`src/rtl/counter_pkg.sv`:
```
// Shared types and constants for the multi-channel up/down counter.
// Latency n/a (declarations only); no backpressure.
package counter_pkg;

  typedef enum logic {
    CNT_WRAP = 1'b0,
    CNT_SAT  = 1'b1
  } cnt_mode_t;

  // When a flag clear and a new overflow/underflow land in the same cycle,
  // the event wins so that no overflow is ever silently lost.
  localparam bit FLAG_EVENT_OVER_CLR = 1'b1;

endpackage

```
`src/rtl/counter_chan.sv`:
```
// One up/down counter channel with sticky overflow/underflow flags.
// Latency 1 cycle (zero is combinational); no backpressure, accepts every cycle.
module counter_chan
  import counter_pkg::*;
#(
  parameter int WIDTH = 8,
  parameter int STEP  = 1
) (
  input  logic             clk,
  input  logic             rst,
  input  logic             inc,
  input  logic             dec,
  input  logic             load,
  input  logic [WIDTH-1:0] load_val,
  input  cnt_mode_t        mode,
  input  logic             flag_clr,
  output logic [WIDTH-1:0] cnt,
  output logic             ovf,
  output logic             unf,
  output logic             zero
);

  localparam logic [WIDTH:0]   STEP_W = (WIDTH+1)'(STEP);
  localparam logic [WIDTH-1:0] MAX    = '1;

  logic [WIDTH:0]   sum;
  logic [WIDTH:0]   diff;
  logic [WIDTH-1:0] cnt_nxt;
  logic             ovf_ev;
  logic             unf_ev;
  logic             ovf_nxt;
  logic             unf_nxt;

  // One extra bit keeps the carry/borrow visible for the range check.
  assign sum  = {1'b0, cnt} + STEP_W;
  assign diff = {1'b0, cnt} - STEP_W;

  always_comb begin
    cnt_nxt = cnt;
    ovf_ev  = 1'b0;
    unf_ev  = 1'b0;
    if (load) begin
      cnt_nxt = load_val;
    end else if (inc && !dec) begin
      ovf_ev  = sum[WIDTH];
      cnt_nxt = (ovf_ev && mode == CNT_SAT) ? MAX : sum[WIDTH-1:0];
    end else if (dec && !inc) begin
      unf_ev  = diff[WIDTH];
      cnt_nxt = (unf_ev && mode == CNT_SAT) ? '0 : diff[WIDTH-1:0];
    end
  end

  always_comb begin
    ovf_nxt = ovf;
    unf_nxt = unf;
    if (flag_clr) begin
      ovf_nxt = FLAG_EVENT_OVER_CLR ? ovf_ev : 1'b0;
      unf_nxt = FLAG_EVENT_OVER_CLR ? unf_ev : 1'b0;
    end
    if (ovf_ev) ovf_nxt = 1'b1;
    if (unf_ev) unf_nxt = 1'b1;
  end

  always_ff @(posedge clk or posedge rst) begin
    if (rst) begin
      cnt <= '0;
      ovf <= 1'b0;
      unf <= 1'b0;
    end else begin
      cnt <= cnt_nxt;
      ovf <= ovf_nxt;
      unf <= unf_nxt;
    end
  end

  assign zero = (cnt == '0);

endmodule

```
`src/rtl/counter_updown_mc.sv`:
```
// CH independent up/down counters with global wrap/saturate mode.
// Latency 1 cycle (zero is combinational); no backpressure, accepts every cycle.
module counter_updown_mc
  import counter_pkg::*;
#(
  parameter int WIDTH = 8,
  parameter int CH    = 4,
  parameter int STEP  = 1
) (
  input  logic                clk,
  input  logic                rst,
  input  logic [CH-1:0]       inc,
  input  logic [CH-1:0]       dec,
  input  logic [CH-1:0]       load,
  input  logic [CH*WIDTH-1:0] load_val,
  input  logic                mode,
  input  logic [CH-1:0]       flag_clr,
  output logic [CH*WIDTH-1:0] cnt,
  output logic [CH-1:0]       ovf,
  output logic [CH-1:0]       unf,
  output logic [CH-1:0]       zero
);

  cnt_mode_t mode_e;
  assign mode_e = cnt_mode_t'(mode);

  for (genvar i = 0; i < CH; i++) begin : g_chan
    counter_chan #(
      .WIDTH (WIDTH),
      .STEP  (STEP)
    ) u_chan (
      .clk      (clk),
      .rst      (rst),
      .inc      (inc[i]),
      .dec      (dec[i]),
      .load     (load[i]),
      .load_val (load_val[i*WIDTH +: WIDTH]),
      .mode     (mode_e),
      .flag_clr (flag_clr[i]),
      .cnt      (cnt[i*WIDTH +: WIDTH]),
      .ovf      (ovf[i]),
      .unf      (unf[i]),
      .zero     (zero[i])
    );
  end

endmodule

```
`config.mk`:
```
export PLATFORM = sky130hd
export DESIGN_NAME = counter_updown_mc
export DESIGN_NICKNAME = d
export VERILOG_FILES = /design/src/rtl/counter_pkg.sv /design/src/rtl/counter_chan.sv /design/src/rtl/counter_updown_mc.sv
export SDC_FILE = /design/constraint.sdc
export NUM_CORES = 1
export LEC_CHECK = 0
export CAP_MARGIN = 20
export CORE_UTILIZATION = 30
export CTS_BUF_LIST = sky130_fd_sc_hd__clkbuf_8
export DETAILED_ROUTE_END_ITERATION = 8
export SYNTH_ARGS = -nofsm -noshare
export SYNTH_HDL_FRONTEND = slang
export SYNTH_HIERARCHICAL = 1
export SYNTH_SLANG_ARGS = --single-unit
```
`constraint.sdc`:
```
create_clock -name clk -period 2.9 [get_ports clk]
set_input_delay 0.435 -clock clk [delete_from_list [all_inputs] [get_ports clk]]
set_output_delay 0.435 -clock clk [all_outputs]
set_load 0.01 [all_outputs]
```
==> results.json <==
{
  "io_pins": 95,
  "fin_util_pct": 40.95,
  "final_cell_area_mm2": 0.004980,
  "use_met2_pct": 29.78,
  "synth_top_area_share_pct": 26.49,
  "yosysWarningCount": 6,
  "final.setup.worst_slack_ps": 334.7,
  "busiest_layer": "met2",
  "status": "completed",
  "hold_class": "reg2reg",
  "pwr-share-clk_pct": 19.8,
  "drt_iter0_drc": 253,
  "ys.flop_type": "dfrtp_1",
  "synthXorXnorAreaFrac_pct": 1.854,
  "ys_ff_latch": 40,
  "grt_setup_unrepaired": "no",
  "wl_per_cell_um": 16.43,
  "synth_simple_gate_area_share_pct": 34.44,
  "drt_wl_total_um": 11910,
  "grt_start_max_net_pins": 29,
  "synthCells": 468,
  "max-vdd-ir-drop_uv": 148.6,
  "syn_avg_cell_area_um2": 8.074,
  "synth_fp_nets": 531,
  "dr.pass1.iters": 5,
  "synth_cell_types": 46,
  "setup_tns_ps": 0,
  "cts_resized": 0,
  "io_buffers": 94,
  "tightest_slew_ps": 533.5,
  "die_x_um": 114.2,
  "grt_use_total_pct": 18.33,
  "cts_hold_buffers": 0,
  "drc_errors": 0,
  "critPathKind": "reg2out",
  "die_area_mm2": 0.01305,
  "start_kind": "flop",
  "max_freq_mhz": 389.8,
  "overflow": 0,
  "synthToLayoutAreaGrowth_pct": 31.79,
  "power.internal_w": 0.001239,
  "synth_edf_count": 0,
  "hold_viol": 0,
  "synth_top_cell_by_area": "dfrtp_1",
  "ys_async_sr_fraction_pct": 100.0,
  "met1_usage_pct": 24.56,
  "grt_pass1_vias": 3922,
  "cts_root_buf": "clkbuf_8",
  "power_density_mw_per_mm2": 417.9,
  "regToRegSetupSlack_ps": 780,
  "synth_top_family_by_area": "simple AND/OR/NAND/NOR gates",
  "muxShareOfSynthArea_pct": 1.060,
  "worstPathArrival_ps": 2130,
  "combPwrFrac_pct": 38.6,
  "placed_area_mm2": 0.004887,
  "skew_ps": 2.643,
  "use_met3_pct": 3.441,
  "grt_pass1_wl_um": 19330,
  "maxSlewHeadroom_pct": 64.28,
  "path_clk_slew_ps": 90,
  "start_util_pct": 31.07,
  "crit_required_ps": 2470,
  "syn_area_mm2": 0.003779,
  "dp_hpwl_um": 8898,
  "synthTopCellsByArea": "dfrtp_1 (26%), o211ai_1 (4.8%), ha_1 (4.0%), inv_1 (4.0%), nor2_1 (4.0%)",
  "dp.cells": 717,
  "switchingPower_w": 0.0008420,
  "vias": 4074,
  "cts_tree": "done",
  "leakagePower_nw": 1.819,
  "rows": 40,
  "period_share_pct": 88.46,
  "cp_max_fo": 9,
  "cts_buffers": 5,
  "final_cells": 725,
  "synth-compound-area-share_pct": 25.70,
  "synth_common_cells": "dfrtp_1 (40), inv_1 (40), nor2_1 (40)",
  "fin_crit_ps": 2565,
  "post-cts-setup-buffers": 0,
  "cp-end-kind": "primary output",
  "synth_fa_ha_area_share_pct": 3.974,
  "dieHeight_um": 114.2,
  "htreeDepth": 2,
  "design.core.area_mm2": 0.01216,
  "diodes": 0,
  "antenna_found_initial": 0,
  "clock_latency_ps": 300,
  "setup_violations": 0,
  "ys_seq_area_share_pct": 26.49,
  "maxSlewViolCount": 0,
  "ant_nets": 0,
  "place_congestion": 0.8981,
  "cts.path.max_buffers": 2,
  "cts.sink_count": 40,
  "switching_share_pct": 40.46,
  "drv_cap": 0,
  "via_per_inst": 5.619,
  "drive_gt1_share_pct": 8.438,
  "place_ws_ps": 580.7,
  "power_frac_seq_pct": 41.6,
  "layout.nets": 619
}
[power by group through the flow]
| stage | registers [W] | logic [W] | clock network (W) |
|---|---|---|---|
| after floorplan | 0.000793 | 0.000498 | 0 |
| after global placement | 0.000873 | 0.000798 | 0 |
| after detailed placement | 0.000874 | 0.000801 | 0 |
| after CTS | 0.000862 | 0.000805 | 0.000431 |
| after global routing | 0.000887 | 0.000881 | 0.000452 |
| final | 0.000866 | 0.000804 | 0.000411 |
[cells by family after synthesis]
kind of cell             Yosys count
AND/OR/NAND/NOR                  212
AO/OA/AOI/OAI                    132
buffers and inverters             60
flip-flops                        40
adder cells (fa/ha/maj)           12
XOR/XNOR                           8
multiplexers                       4
[worst max-delay path, stage by stage (launching register included)]
cell and delay [ps]:
dfrtp_1 510, nor4_4 520, and3_2 260, clkdlybuf4s50_1 540
[worst paths after layout]
path	start	end	depth (start not counted)
max	g_chan[3].u_chan/cnt[7]	zero[3]	3
min	g_chan[3].u_chan/unf	g_chan[3].u_chan/unf	2
max reg2reg	g_chan[2].u_chan/cnt[0]	g_chan[2].u_chan/cnt[0]	6
min reg2reg	g_chan[3].u_chan/unf	g_chan[3].u_chan/unf	2
max in group asynchronous	rst	g_chan[1].u_chan/cnt[5]	2
min in group asynchronous	rst	g_chan[3].u_chan/unf	2
[flip-flops by register name, indices dropped and copies added (netlist names)]
register / flops
g_chan.u_chan/cnt: 32
g_chan.u_chan/ovf: 4
g_chan.u_chan/unf: 4
[routing by layer]
layer  share of wire [%]  wire, µm
met2                  47      5572
met3                 5.6       671
met4                 1.5       180
met1                  46      5484
met5                   0         0
[metrics by stage]
stage	total power, W	hold slack (ps)
2_1_floorplan	0.001290	275.2
3_3_place_gp	0.001671	527.3
3_5_place_dp	0.001675	528.0
4_1_cts	0.002098	541.9
5_1_grt	0.002220	583.8
6_report	0.002081	542.5
[layout make-up]
class,count,area [µm²]
well taps,168,210.2
fillers,1229,7182
repair buffers,101,993.5
flip-flops and latches,40,1001
multi-input cells,368,2532
clock inverters,2,10.01
clock buffers,6,82.58
inverters,40,150.1
[placed cells by master, fill, tap and decap left out, types with 24 or more instances in the layout]
cell and count:
nand2_1 36, dfrtp_1 40, nor2_1 40, o21ai_0 24
clkdlybuf4s50_1 94, nand3_1 28, inv_1 40, o211ai_1 24
No activity file was read; power rests on OpenSTA's default activity.
